--- config.mk ---
export PLATFORM = sky130hd
export DESIGN_NAME = uart_apb_slv_flat
export DESIGN_NICKNAME = d
export VERILOG_FILES = /design/src/rtl/uart_apb_pkg.sv /design/src/rtl/uart_apb_slv_if.sv /design/src/rtl/uart_apb_decode.sv /design/src/rtl/uart_apb_slv.sv /design/src/flat_wrapper.sv
export SDC_FILE = /design/constraint.sdc
export NUM_CORES = 1
export LEC_CHECK = 0
export BUFFER_PORTS_ARGS = -buffer_cell sky130_fd_sc_hd__buf_2
export CAP_MARGIN = 10
export CORE_ASPECT_RATIO = 0.7
export CORE_UTILIZATION = 55
export CTS_CLUSTER_SIZE = 30
export DETAILED_ROUTE_END_ITERATION = 12
export PLACE_DENSITY = 0.94
export SLEW_MARGIN = 10
export SYNTH_ARGS = -nofsm -noshare
export SYNTH_HDL_FRONTEND = slang
export SYNTH_SLANG_ARGS = --single-unit
--- constraint.sdc ---
create_clock -name clk -period 9.7 [get_ports clk]
set_clock_uncertainty 0.2 [all_clocks]
set_input_delay 1.94 -clock clk [delete_from_list [all_inputs] [get_ports clk]]
set_output_delay 1.94 -clock clk [all_outputs]
set_load 0.1 [all_outputs]
--- src/rtl/uart_apb_pkg.sv ---
// uart_apb_pkg -- shared definitions for the UART APB register slave.
//   Register byte offsets, FSM state encoding, CTRL command codes,
//   STATUS bit positions and the decoded register-select record.
package uart_apb_pkg;

  localparam int OFF_TR     = 'h00;
  localparam int OFF_CTRL   = 'h04;
  localparam int OFF_BAUD   = 'h08;
  localparam int OFF_STATUS = 'h0C;

  localparam logic [6:0] CTRL_TX = 7'h01;
  localparam logic [6:0] CTRL_RX = 7'h02;

  localparam int STAT_TXBUSY_BIT  = 0;
  localparam int STAT_TIMEOUT_BIT = 2;

  typedef enum logic [1:0] {
    ST_IDLE   = 2'd0,
    ST_ACCESS = 2'd1,
    ST_DONE   = 2'd2
  } state_e;

  typedef struct packed {
    logic tr;
    logic ctrl;
    logic baud;
    logic status;
  } reg_sel_t;

  function automatic logic [31:0] status_word(input logic timeout, input logic busy);
    status_word = '0;
    status_word[STAT_TIMEOUT_BIT] = timeout;
    status_word[STAT_TXBUSY_BIT]  = busy;
  endfunction

endpackage

--- src/rtl/uart_apb_slv_if.sv ---
// uart_apb_slv_if -- APB3 bus bundle between a master and the UART slave.
//   psel/penable/pwrite/paddr/pwdata : master -> slave
//   prdata/pready/pslverr            : slave -> master
interface uart_apb_slv_if #(
  parameter int ADDR_W = 8
);
  logic              psel;
  logic              penable;
  logic              pwrite;
  logic [ADDR_W-1:0] paddr;
  logic [31:0]       pwdata;
  logic [31:0]       prdata;
  logic              pready;
  logic              pslverr;

  modport master (
    output psel, penable, pwrite, paddr, pwdata,
    input  prdata, pready, pslverr
  );

  modport slave (
    input  psel, penable, pwrite, paddr, pwdata,
    output prdata, pready, pslverr
  );
endinterface

--- src/rtl/uart_apb_decode.sv ---
// uart_apb_decode -- combinational register decode.
//   addr_i     : latched APB address (byte address, low two bits ignored)
//   sel_o      : one-hot register select (TR/CTRL/BAUD/STATUS)
//   mapped_o   : address hits any register
//   writable_o : address hits a writable register (TR/CTRL/BAUD)
module uart_apb_decode
  import uart_apb_pkg::*;
#(
  parameter int ADDR_W = 8
) (
  input  logic [ADDR_W-1:0] addr_i,
  output reg_sel_t          sel_o,
  output logic              mapped_o,
  output logic              writable_o
);
  localparam int WA_W = ADDR_W - 2;

  logic [WA_W-1:0] word;
  logic            unused_lsb;

  assign word       = addr_i[ADDR_W-1:2];
  assign unused_lsb = ^addr_i[1:0];

  always_comb begin
    sel_o        = '0;
    sel_o.tr     = (word == WA_W'(OFF_TR >> 2));
    sel_o.ctrl   = (word == WA_W'(OFF_CTRL >> 2));
    sel_o.baud   = (word == WA_W'(OFF_BAUD >> 2));
    sel_o.status = (word == WA_W'(OFF_STATUS >> 2));
    mapped_o     = |sel_o;
    writable_o   = sel_o.tr | sel_o.ctrl | sel_o.baud;
  end
endmodule

--- src/rtl/uart_apb_slv.sv ---
// uart_apb_slv -- APB3 slave front-end for a UART datapath.
//   clk, rst             : clock, synchronous active-high reset
//   bus (slave modport)  : APB3 psel/penable/pwrite/paddr/pwdata -> prdata/pready/pslverr
//   sel_tr/sel_ctrl/sel_baud/enable : one-cycle datapath strobes
//   data_out             : write data to the datapath
//   data_in              : received byte from the datapath
//   tx_en                : transmitter busy; stalls TR writes
// Optional macro UART_APB_PSLVERR_EN: report unmapped accesses, STATUS
// writes and busy-wait timeouts on pslverr (otherwise pslverr stays 0).
module uart_apb_slv
  import uart_apb_pkg::*;
#(
  parameter int ADDR_W   = 8,
  parameter int WAIT_MAX = 255
) (
  input  logic                 clk,
  input  logic                 rst,
  uart_apb_slv_if.slave        bus,
  output logic                 sel_tr,
  output logic                 sel_ctrl,
  output logic                 sel_baud,
  output logic                 enable,
  output logic [31:0]          data_out,
  input  logic [31:0]          data_in,
  input  logic                 tx_en
);
`ifdef UART_APB_PSLVERR_EN
  localparam logic SLVERR_EN = 1'b1;
`else
  localparam logic SLVERR_EN = 1'b0;
`endif
  localparam int WAIT_W = (WAIT_MAX < 1) ? 1 : $clog2(WAIT_MAX + 1);

  state_e            state_q, state_d;
  logic [WAIT_W-1:0] wait_q, wait_d;
  logic [ADDR_W-1:0] addr_q, addr_d;
  logic              wr_q, wr_d;
  logic [31:0]       wdata_q, wdata_d;
  logic [6:0]        ctrl_q, ctrl_d;
  logic [19:0]       baud_q, baud_d;
  logic              tmo_q, tmo_d;
  logic [31:0]       data_out_q, data_out_d;
  logic [31:0]       prdata_q, prdata_d;
  logic              pready_q, pready_d;
  logic              pslverr_q, pslverr_d;
  logic              sel_tr_q, sel_tr_d;
  logic              sel_ctrl_q, sel_ctrl_d;
  logic              sel_baud_q, sel_baud_d;
  logic              enable_q, enable_d;

  reg_sel_t dec_sel;
  logic     dec_map;
  logic     dec_wr;

  uart_apb_decode #(.ADDR_W(ADDR_W)) u_decode (
    .addr_i     (addr_q),
    .sel_o      (dec_sel),
    .mapped_o   (dec_map),
    .writable_o (dec_wr)
  );

  always_comb begin
    state_d    = state_q;
    wait_d     = wait_q;
    addr_d     = addr_q;
    wr_d       = wr_q;
    wdata_d    = wdata_q;
    ctrl_d     = ctrl_q;
    baud_d     = baud_q;
    tmo_d      = tmo_q;
    data_out_d = data_out_q;
    prdata_d   = '0;
    pready_d   = 1'b0;
    pslverr_d  = 1'b0;
    sel_tr_d   = 1'b0;
    sel_ctrl_d = 1'b0;
    sel_baud_d = 1'b0;
    enable_d   = 1'b0;
    unique case (state_q)
      ST_IDLE: begin
        if (bus.psel && !bus.penable) begin
          addr_d  = bus.paddr;
          wr_d    = bus.pwrite;
          wdata_d = bus.pwdata;
          state_d = ST_ACCESS;
        end
      end
      ST_ACCESS: begin
        if (!bus.psel) begin
          // master abandoned the transfer: no response, no side effects
          state_d = ST_IDLE;
          wait_d  = '0;
        end else if (wr_q && dec_sel.tr && tx_en) begin
          if (wait_q == WAIT_W'(WAIT_MAX)) begin
            state_d   = ST_DONE;
            wait_d    = '0;
            pready_d  = 1'b1;
            pslverr_d = SLVERR_EN;
            tmo_d     = 1'b1;
          end else begin
            wait_d = wait_q + WAIT_W'(1);
          end
        end else begin
          // response and strobes are registered so they line up with DONE
          state_d  = ST_DONE;
          wait_d   = '0;
          pready_d = 1'b1;
          if (wr_q) begin
            if (dec_wr) begin
              data_out_d = wdata_q;
              enable_d   = 1'b1;
              sel_tr_d   = dec_sel.tr;
              sel_ctrl_d = dec_sel.ctrl;
              sel_baud_d = dec_sel.baud;
            end else begin
              pslverr_d = SLVERR_EN;
            end
            if (dec_sel.ctrl) ctrl_d = wdata_q[6:0];
            if (dec_sel.baud) baud_d = wdata_q[19:0];
          end else begin
            if (!dec_map) pslverr_d = SLVERR_EN;
            if (dec_sel.tr) begin
              prdata_d = data_in;
              sel_tr_d = 1'b1;
              enable_d = 1'b1;
            end
            if (dec_sel.ctrl) prdata_d = {25'b0, ctrl_q};
            if (dec_sel.baud) prdata_d = {12'b0, baud_q};
            if (dec_sel.status) begin
              prdata_d = status_word(tmo_q, tx_en);
              tmo_d    = 1'b0;
            end
          end
        end
      end
      ST_DONE: state_d = ST_IDLE;
      default: state_d = ST_IDLE;
    endcase
  end

  always_ff @(posedge clk) begin
    if (rst) begin
      state_q    <= ST_IDLE;
      wait_q     <= '0;
      ctrl_q     <= '0;
      baud_q     <= '0;
      tmo_q      <= 1'b0;
      data_out_q <= '0;
      prdata_q   <= '0;
      pready_q   <= 1'b0;
      pslverr_q  <= 1'b0;
      sel_tr_q   <= 1'b0;
      sel_ctrl_q <= 1'b0;
      sel_baud_q <= 1'b0;
      enable_q   <= 1'b0;
    end else begin
      state_q    <= state_d;
      wait_q     <= wait_d;
      ctrl_q     <= ctrl_d;
      baud_q     <= baud_d;
      tmo_q      <= tmo_d;
      data_out_q <= data_out_d;
      prdata_q   <= prdata_d;
      pready_q   <= pready_d;
      pslverr_q  <= pslverr_d;
      sel_tr_q   <= sel_tr_d;
      sel_ctrl_q <= sel_ctrl_d;
      sel_baud_q <= sel_baud_d;
      enable_q   <= enable_d;
    end
    addr_q  <= addr_d;
    wr_q    <= wr_d;
    wdata_q <= wdata_d;
  end

  assign bus.prdata  = prdata_q;
  assign bus.pready  = pready_q;
  assign bus.pslverr = pslverr_q;
  assign sel_tr      = sel_tr_q;
  assign sel_ctrl    = sel_ctrl_q;
  assign sel_baud    = sel_baud_q;
  assign enable      = enable_q;
  assign data_out    = data_out_q;
endmodule

--- src/flat_wrapper.sv ---
// flat-port wrapper written by rule: the top's interface ports become plain ports
module uart_apb_slv_flat import uart_apb_pkg::*;
#(
  parameter int ADDR_W   = 8,
  parameter int WAIT_MAX = 255
)
  (clk, rst, sel_tr, sel_ctrl, sel_baud, enable, data_out, data_in, tx_en, bus_psel, bus_penable, bus_pwrite, bus_paddr, bus_pwdata, bus_prdata, bus_pready, bus_pslverr);
  uart_apb_slv_if #(.ADDR_W(ADDR_W)) bus_i ();
  input  logic clk;
  input  logic rst;
  output logic sel_tr;
  output logic sel_ctrl;
  output logic sel_baud;
  output logic enable;
  output logic [31:0] data_out;
  input  logic [31:0] data_in;
  input  logic tx_en;
  input wire logic [$bits(bus_i.psel)-1:0] bus_psel;
  input wire logic [$bits(bus_i.penable)-1:0] bus_penable;
  input wire logic [$bits(bus_i.pwrite)-1:0] bus_pwrite;
  input wire logic [$bits(bus_i.paddr)-1:0] bus_paddr;
  input wire logic [$bits(bus_i.pwdata)-1:0] bus_pwdata;
  output wire logic [$bits(bus_i.prdata)-1:0] bus_prdata;
  output wire logic [$bits(bus_i.pready)-1:0] bus_pready;
  output wire logic [$bits(bus_i.pslverr)-1:0] bus_pslverr;
  assign bus_i.psel = bus_psel;
  assign bus_i.penable = bus_penable;
  assign bus_i.pwrite = bus_pwrite;
  assign bus_i.paddr = bus_paddr;
  assign bus_i.pwdata = bus_pwdata;
  assign bus_prdata = bus_i.prdata;
  assign bus_pready = bus_i.pready;
  assign bus_pslverr = bus_i.pslverr;
  uart_apb_slv #(.ADDR_W(ADDR_W), .WAIT_MAX(WAIT_MAX)) u_core (.clk(clk), .rst(rst), .bus(bus_i), .sel_tr(sel_tr), .sel_ctrl(sel_ctrl), .sel_baud(sel_baud), .enable(enable), .data_out(data_out), .data_in(data_in), .tx_en(tx_en));
endmodule
# After elaboration in Yosys (flattened, before gate mapping)
# Cells that the tools add are included.
[word_totals]
register_bits = 148
inputBits = 78
output_inout_bits = 70
elab_cells = 77
[classes]
add_sub_neg = 1
eq_ne = 9
n_mux = 23
bitwise = 8
reduce_logical = 19
[ops]
columns = ["cell", "count"]
rows = [
  ["2-to-1 mux 20 bit", 3],
  ["2-to-1 mux 8 bit", 3],
  ["AND reduction 5 bit", 4],
  ["== test 6 x 2 -> 1 bit, second input constant", 2],
  ["OR reduction 6 bit", 2],
  ["2-to-1 mux 1 bit", 11],
  ["OR reduction 9 bit", 1],
  ["adder 8 x 1 -> 8 bit, second input constant", 1],
  ["== test 8 bit, second input constant", 1],
  ["2-to-1 mux 2 bit", 4],
  ["== test 6 x 1 -> 1 bit, second input constant", 1],
  ["logical NOT 6 bit", 1],
  ["NOT 1 bit", 6],
  ["OR reduction 5 bit", 1],
  ["inequality test 2 bit, second input constant", 2],
  ["inequality test 4 bit, second input constant", 1],
  ["case mux 2 bit (2 select lines)", 1],
  ["AND reduction 2 bit", 2],
  ["OR reduction 4 bit", 1],
  ["logical AND 1 bit", 3],
  ["2-to-1 mux 3 bit", 1],
  ["OR reduction 3 bit", 1],
  ["== test 2 x 1 -> 1 bit, second input constant", 1],
  ["logical NOT 2 bit", 1],
  ["other kinds (4)", 5],
]

# Depth between registers and ports, before layout
# Gate-level depths: netlist of the first run.
[logic_depth]
depth_word = 6
ltp_mapped = 7
ltp_nobuf = 5

# Cells and area by module
# From an unflattened synthesis of the first run, not the netlist that was laid out.
[hier_totals]
cells_unflattened = 470
area_unflattened_um2 = 5287.6
[modules_own_cells]
columns = ["module", "n_inst", "cells_per_inst", "area_per_inst_um2", "seq_area_each_um2"]
rows = [
  ["uart_apb_slv", 1, 461, 5218.8, 3373.2],
  ["uart_apb_decode", 1, 9, 68.8, 0.0],
]

# Worst setup path after synthesis of the first run
# OpenSTA, ideal clock, no wires.
[synth_timing]
kind = "input to register"
start = "in bus_penable"
end = "reg u_core.addr_q[2], enable pin"
setup_time_ps = 552
arrival_time_ps = 6158
required_time_ps = 8948
path_slack_ps = 2791
stages = 1
n_path_buf = 0
path_cell_list = "nor4b_1"
[synth_between]
elab_chain_cells = 3
[synth_lines]
columns = ["element", "line_no", "source"]
rows = [
  ["start: declaration", "flat_wrapper.sv:19", "input wire logic [$bits(bus_i.penable)-1:0] bus_penable;"],
  ["logical NOT 1 bit", "uart_apb_slv.sv:81", "if (bus.psel && !bus.penable) begin"],
  ["logical AND 1 bit", "uart_apb_slv.sv:81", ""],
  ["AND reduction 2 bit (no source line)", "n/a", ""],
  ["end signal: assignment", "uart_apb_slv.sv:171", "addr_q <= addr_d;"],
  ["end: declaration", "uart_apb_slv.sv:36", "logic [ADDR_W-1:0] addr_q, addr_d;"],
]
# No other way between the ends.
# A chain may end at the register's enable or synchronous reset.

# Worst setup path in the final report of the first run
[layout_timing]
start = "in bus_psel"
end = "reg u_core.ctrl_q[5]"
[layout_between]
elab_chain_cells = 1
[layout_lines]
columns = ["element", "line_no", "source"]
rows = [
  ["start: declaration", "flat_wrapper.sv:18", "input wire logic [$bits(bus_i.psel)-1:0] bus_psel;"],
  ["AND reduction 5 bit (no source line)", "n/a", ""],
  ["end signal: assignment", "uart_apb_slv.sv:159", "ctrl_q <= ctrl_d;"],
  ["end: declaration", "uart_apb_slv.sv:39", "logic [6:0] ctrl_q, ctrl_d;"],
]
# No other way between the ends.

==> impl_metrics.json, run 1 <==
{
  "numPortBuffers": 144,
  "path_class": "in2reg",
  "synth_seq_area_share_pct": 63.03,
  "gp_congestion": 0.8661,
  "post_drt_wl_per_cell_um": 17.37,
  "drt_first_pass_iters": 6,
  "io_pins": 148,
  "grt_overflow": 0,
  "p_leak_uw": 0.002666,
  "vias": 3928,
  "fp.dieW_um": 118.8,
  "start_util_pct": 57.26,
  "yosys.area.top_type": "dfxtp_1",
  "finalNonFillerCells": 717,
  "cts_buffer_depth": 2,
  "finalHoldViolCount": 0,
  "critPathArrivalTime_ps": 3870,
  "holdPathEnd": "u_core.data_out[25]",
  "cts_max_level": 4,
  "rr_startpoint": "u_core.addr_q[5]",
  "p_int_uw": 1059,
  "pre_cts_slack_ps": 5624,
  "ant_nets": 0,
  "yosysUniqueCellTypes": 53,
  "ys_ff_latch": 146,
  "peakVddDrop_v": 0.0001452,
  "syn-num-nets": 515,
  "dp.cells": 685,
  "min_path_cells": 2,
  "yosys-top-cells-count": "dfxtp_1 (107), nor2_1 (88), mux2i_1 (65)",
  "max_freq_mhz": 262.6,
  "cts_setup_buffers": 0,
  "syn_avg_cell_area_sq_um": 12.06,
  "cp_max_fo": 8,
  "regToRegSetupSlack_ps": 6840,
  "drc": 0,
  "cts_sinks": 146,
  "p_per_area_nw_per_um2": 203.3,
  "hpwl_um": 8080,
  "grt_pass1_wl_um": 19940,
  "maxSlewViolCount": 0,
  "grt_max_degree": 67,
  "path_delay_family": "simple AND/OR/NAND/NOR gates",
  "crit_path_end_kind": "flip-flop",
  "layout_setup_ws_ps": 5891,
  "synth.most_common_cell": "dfxtp_1",
  "cts_tree": "yes",
  "cp_slowest_stage_delay_ps": 1080,
  "diodes": 0,
  "drtIter0Drc": 345,
  "nNetsFinal": 659,
  "holdCritPathClass": "reg2reg",
  "async_flop_share_pct": 0,
  "yosys-top-cells-area": "dfxtp_1 (41%), edfxtp_1 (22%), mux2i_1 (12%), nor2_1 (6.3%), a22oi_1 (2.0%)",
  "p_clk_share_pct": 49.5,
  "status": "complete, no violations",
  "root_buffer": "clkbuf_16",
  "ys.flop_type": "dfxtp_1",
  "syn_inst": 436,
  "tns_ps": 0,
  "crit_path_start_kind": "input port",
  "r2r_end": "u_core.ctrl_q[5]",
  "pwr-share-comb_pct": 2.9,
  "core_sq_um": 9180,
  "hold_ws_ps": 282.7,
  "antenna_found_initial": 0,
  "syn_area_sq_um": 5256,
  "setup_viol": 0,
  "fin_crit_ps": 3809,
  "tightest_slew_ps": 1200,
  "reg2reg_depth": 4,
  "switching_share_pct": 21.39,
  "grt_use_total_pct": 26.40,
  "finalCritPeriodShare_pct": 39.26,
  "ys_warn_count": 0,
  "critPathBufInv": 1,
  "synth_edf_count": 39,
  "cp_cell_sequence": "buf_2 -> nand4b_1 -> nor4b_2 -> mux2i_1 -> nor2_1",
  "slowest_stage": "nor4b_2",
  "yosys.area.top_type_share_pct": 40.75,
  "p_seq_share_pct": 47.5,
  "cts_hold_buf": 0,
  "via_per_inst": 5.478,
  "cts_buffers": 17,
  "rsz0062_at_grt": "false",
  "rows": 29,
  "switchingPower_uw": 288.1,
  "cts_resized": 0,
  "drive_gt1_share_pct": 32.55,
  "grt_pass1_vias": 3917,
  "cap_violations": 0,
  "clk-insertion-delay-late_ps": 410,
  "wirelength_um": 12460,
  "crit_required_ps": 9760,
  "areaGrowthSynthToFinish_pct": 26.09,
  "clk_pin_slew_worst_paths_ps": 60,
  "slew-limit-headroom_pct": 19.80,
  "hp-start": "u_core.wdata_q[25]",
  "crit_cells": 5,
  "die_area_sq_um": 9958,
  "fp.dieH_um": 83.79
}
worst register-to-register path: cells and delay by family (launching register included):
family        cells  cell delay, ps
mux               1             320
simple gates      3            1820
flops             1             370
state kept, by name, summed over array words and instances, names as in the netlist:
| signal | flops |
|---|---|
| u_core.sel_ctrl | 1 |
| u_core.data_out | 32 |
| u_core.tmo_q | 1 |
| u_core.baud_q | 20 |
| u_core.sel_baud | 1 |
| u_core.sel_tr | 1 |
| u_core.wdata_q | 32 |
| u_core.state_q | 2 |
| u_core.bus.prdata | 32 |
| u_core.ctrl_q | 7 |
| u_core.enable | 1 |
| u_core.wr_q | 1 |
| u_core.bus.pready | 1 |
| u_core.addr_q | 6 |
| u_core.wait_q | 8 |
cell type report:
cell class	instances	area [sq um]
well taps	124	155.1
inverters	3	11.26
fillers	630	2552
clock inverters	14	178.9
repair buffers	150	765.7
flip-flops and latches	146	3313
clock buffers	18	429.2
multi-input cells	262	1774
per-stage QoR:
stage,total power [uW],util (%),cell area (sq um)
2_1_floorplan,670.9,-,5256
3_5_place_dp,691.7,65.57,6020
3_3_place_gp,689.7,65.57,6020
4_1_cts,1356,72.20,6628
6_report,1347,72.20,6628
5_1_grt,1386,72.20,6628
worst max-delay path by stage:
stage | end | slack, ps | start
6_report | u_core.ctrl_q[5] | 5890 | bus_psel
5_1_grt | u_core.ctrl_q[5] | 5800 | bus_psel
4_1_cts | u_core.ctrl_q[5] | 5900 | bus_psel
3_5_place_dp | u_core.ctrl_q[2] | 5620 | bus_psel
3_3_place_gp | u_core.ctrl_q[4] | 5680 | bus_psel
2_1_floorplan | u_core.addr_q[2] | 2790 | bus_penable
per-layer routing:
metal	part of all wire, %	vias up	track usage [%]
met5	0	-	0
met4	1.6	0	9.436
met3	8.4	22	8.470
met2	48	215	42.74
met1	41	1875	33.30
li1	-	1816	-
cells in the final DEF, fill, tap and decap left out, types with 2 or more instances in the layout:
cell / n
a21boi_0: 2
a21oi_1: 7
a22oi_1: 14
and2_1: 13
and3_1: 3
buf_2: 144
buf_4: 6
bufinv_16: 3
clkbuf_16: 17
clkinv_4: 2
clkinvlp_4: 4
dfxtp_1: 107
edfxtp_1: 39
inv_1: 3
inv_6: 3
mux2i_1: 65
mux4_2: 2
nand2_1: 15
nand3_1: 5
nand4_1: 2
nand4b_1: 2
nor2_1: 88
nor3_1: 3
nor3_2: 2
nor3b_1: 3
nor4_1: 2
nor4_4: 2
nor4b_2: 2
o2111ai_1: 2
o21ai_1: 3
or2_2: 2
power groups by stage:
stage / logic, uW / registers [uW] / clock network [uW]
2_1_floorplan: 18.1 / 653 / 0
3_3_place_gp: 37.1 / 653 / 0
3_5_place_dp: 38.4 / 653 / 0
4_1_cts: 39.2 / 640 / 677
5_1_grt: 42.2 / 641 / 702
6_report: 39.4 / 640 / 667
cell families (layout without fill, tap and decap cells):
group / count (synthesis) / in the layout / share of synthesized area (%)
AOI/OAI and AO/OA: 38 / 38 / 5.047
xor gates and xnor gates: 1 / 1 / 0.1667
adders and majority gates: 1 / 1 / 0.2380
buffers and inverters: 28 / 185 / 3.618
DFF: 146 / 146 / 63.03
muxes: 67 / 67 / 13.23
other: 1 / 1 / 0.07134
and+or+nand+nor: 154 / 154 / 14.59
(Power assumes the default switching activity.)
==> run 2: changes to the inputs <==
--- a/config.mk
+++ b/config.mk
@@ -8,10 +8,10 @@
 export BUFFER_PORTS_ARGS = -buffer_cell sky130_fd_sc_hd__buf_2
 export CAP_MARGIN = 10
 export CORE_ASPECT_RATIO = 0.7
-export CORE_UTILIZATION = 55
+export CORE_UTILIZATION = 46
 export CTS_CLUSTER_SIZE = 30
 export DETAILED_ROUTE_END_ITERATION = 12
-export PLACE_DENSITY = 0.94
+export PLACE_DENSITY = 0.85
 export SLEW_MARGIN = 10
 export SYNTH_ARGS = -nofsm -noshare
 export SYNTH_HDL_FRONTEND = slang
==> constraint.sdc (replaced) <==
create_clock -name clk -period 3.11 [get_ports clk]
set_clock_uncertainty 0.2 [all_clocks]
set_input_delay 0.622 -clock clk [delete_from_list [all_inputs] [get_ports clk]]
set_output_delay 0.622 -clock clk [all_outputs]
set_load 0.1 [all_outputs]
==> run 2 against run 1 <==
First-iteration DRC count shrank 34%. Die area grew 19%. Cell area grew 0.43%. Combinational power grew to 3.0 times the previous value. Register-to-register slack lost 6200 ps. Largest cell class unchanged. Clock-buffer cell count grew 5. Sequential power grew to 3.1 times the previous value. Via count shrank 3.7%.
==> impl_metrics.json, run 2 (same netlist as run 1, synthesis figures left out) <==
{
  "finalCritPeriodShare_pct": 78.89,
  "fin_crit_ps": 2453,
  "diodes": 0,
  "final_area_sq_um": 6656,
  "p_int_uw": 3232,
  "grt_overflow": 0,
  "top_usage_layer": "met2",
  "cts_buffers": 17,
  "grt_pass1_vias": 3676,
  "crit_path_start_kind": "flip-flop",
  "use_met2_pct": 33.42,
  "fp.dieW_um": 129.8,
  "cp_max_fo": 15,
  "drive_gt1_share_pct": 32.77,
  "cts_setup_buffers": 0,
  "io_pins": 148,
  "regToRegSetupSlack_ps": 660,
  "fin_util_pct": 60.24,
  "cts_hold_buf": 0,
  "crit_required_ps": 3160,
  "status": "complete, no violations",
  "clk_pin_slew_worst_paths_ps": 60,
  "start_util_pct": 47.57,
  "power_uw": 4057,
  "p_seq_share_pct": 49.3,
  "gp_congestion": 0.8833,
  "setup_viol": 0,
  "multi_input_area_sq_um": 1783,
  "seqCellArea_sq_um": 3313,
  "grt_use_total_pct": 20.86,
  "antenna_found_initial": 0,
  "pwr-share-comb_pct": 3.0,
  "grt_use_met1_pct": 26.11,
  "areaGrowthSynthToFinish_pct": 26.64,
  "via_per_inst": 5.057,
  "p_per_area_nw_per_um2": 609.5,
  "wirelength_um": 11710,
  "die_area_sq_um": 11870,
  "slew-limit-headroom_pct": 24.84,
  "root_buffer": "clkbuf_16",
  "rr_startpoint": "u_core.addr_q[5]",
  "r2r_end": "u_core.bus.prdata[13]",
  "cts_max_level": 4,
  "place_area_sq_um": 6080,
  "p_clk_share_pct": 47.8,
  "hp-start": "bus_pwdata[28]",
  "peakVddDrop_v": 0.0004632,
  "reg2reg_depth": 3,
  "grt_use_met3_pct": 7.543,
  "cts_buffer_depth": 2,
  "holdPathEnd": "u_core.wdata_q[28]",
  "fill_cells": 915,
  "pre_cts_slack_ps": 593.6,
  "drt_first_pass_iters": 5,
  "final_common_cell": "buf_2",
  "crit_path_end_kind": "flip-flop",
  "fp.dieH_um": 91.44,
  "ant_nets": 0,
  "cts_resized": 0,
  "max_freq_mhz": 407.6,
  "grt_max_degree": 41,
  "holdCritPathClass": "in2reg",
  "switching_share_pct": 20.33,
  "drtIter0Drc": 227,
  "rows": 32,
  "rsz0062_at_grt": "false",
  "critPathArrivalTime_ps": 2500,
  "cap_violations": 0,
  "path_class": "reg2reg",
  "post_drt_wl_per_cell_um": 15.66,
  "min_path_cells": 1,
  "vias": 3783,
  "nNetsFinal": 661,
  "tns_ps": 0,
  "numPortBuffers": 144,
  "switchingPower_uw": 824.7,
  "cts_tree": "yes",
  "clk-insertion-delay-late_ps": 410,
  "finalHoldViolCount": 0,
  "maxSlewViolCount": 0,
  "grt_pass1_wl_um": 18370,
  "layout_setup_ws_ps": 656.5,
  "final_cell_mix": "buf_2 (144), dfxtp_1 (107), nor2_1 (88), mux2i_1 (65), edfxtp_1 (39)",
  "tightest_slew_ps": 1125,
  "hpwl_um": 7947,
  "cts_sinks": 146,
  "p_leak_uw": 0.002682,
  "drc": 0,
  "core_sq_um": 11050
}
## run 2: cell count changes in the layout (fill, tap and decap cells not counted)
cell | before | now
buf_4 | 6 | 8
bufinv_16 | 3 | 1
clkbuf_8 | 0 | 5
clkinv_2 | 0 | 3
clkinv_4 | 2 | 1
clkinvlp_4 | 4 | 2
inv_4 | 0 | 1
inv_6 | 3 | 0
inv_8 | 1 | 0
nor4b_2 | 2 | 1
nor4b_4 | 1 | 2
## run 2: routing by layer
layer  vias up  wire [um]
li1       1818          -
met1      1804       4996
met2       150       5654
met3        11        918
met4         0        140
met5         -          0
## run 2: worst max path at each step
stage	startpoint	end	slack [ps]	depth (start not counted)
6_report	u_core.addr_q[5]	u_core.bus.prdata[13]	660	3
5_1_grt	u_core.addr_q[5]	u_core.bus.prdata[10]	440	3
4_1_cts	u_core.addr_q[5]	u_core.bus.prdata[13]	610	3
3_5_place_dp	bus_psel	u_core.data_out[27]	590	6
3_3_place_gp	u_core.addr_q[5]	u_core.bus.prdata[17]	660	3
2_1_floorplan	bus_penable	u_core.addr_q[2]	520	1
## run 2: power by group through the flow
stage | Sequential, uW | Clock (uW) | Combinational [uW]
2_1_floorplan | 2030 | 0 | 57.5
3_3_place_gp | 2040 | 0 | 117
3_5_place_dp | 2040 | 0 | 120
4_1_cts | 2000 | 1970 | 121
5_1_grt | 2000 | 2060 | 131
6_report | 2000 | 1940 | 120
## run 2: layout make-up
cell class	instances	area share [%]
Clock buffer	23	7.481
Multi-Input combinational cell	262	26.79
Timing Repair Buffer	152	11.73
Clock inverter	9	1.184
Tap cell	153	2.876
Sequential cell	146	49.77
Inverter	3	0.1692
## run 2: critical path: stages, from the launching register on
cell and delay [ps]:
edfxtp_1 360, or4_4 690, o21bai_1 930, nor2_1 120
## run 2: metrics by stage
| stage | hold WS (ps) | instances |
|---|---|---|
| 6_report | 182.4 | 748 |
| 5_1_grt | 163.0 | 748 |
| 4_1_cts | 166.8 | 748 |
| 3_5_place_dp | 235.7 | 716 |
| 3_3_place_gp | 235.2 | 716 |
| 2_1_floorplan | 219.4 | 436 |
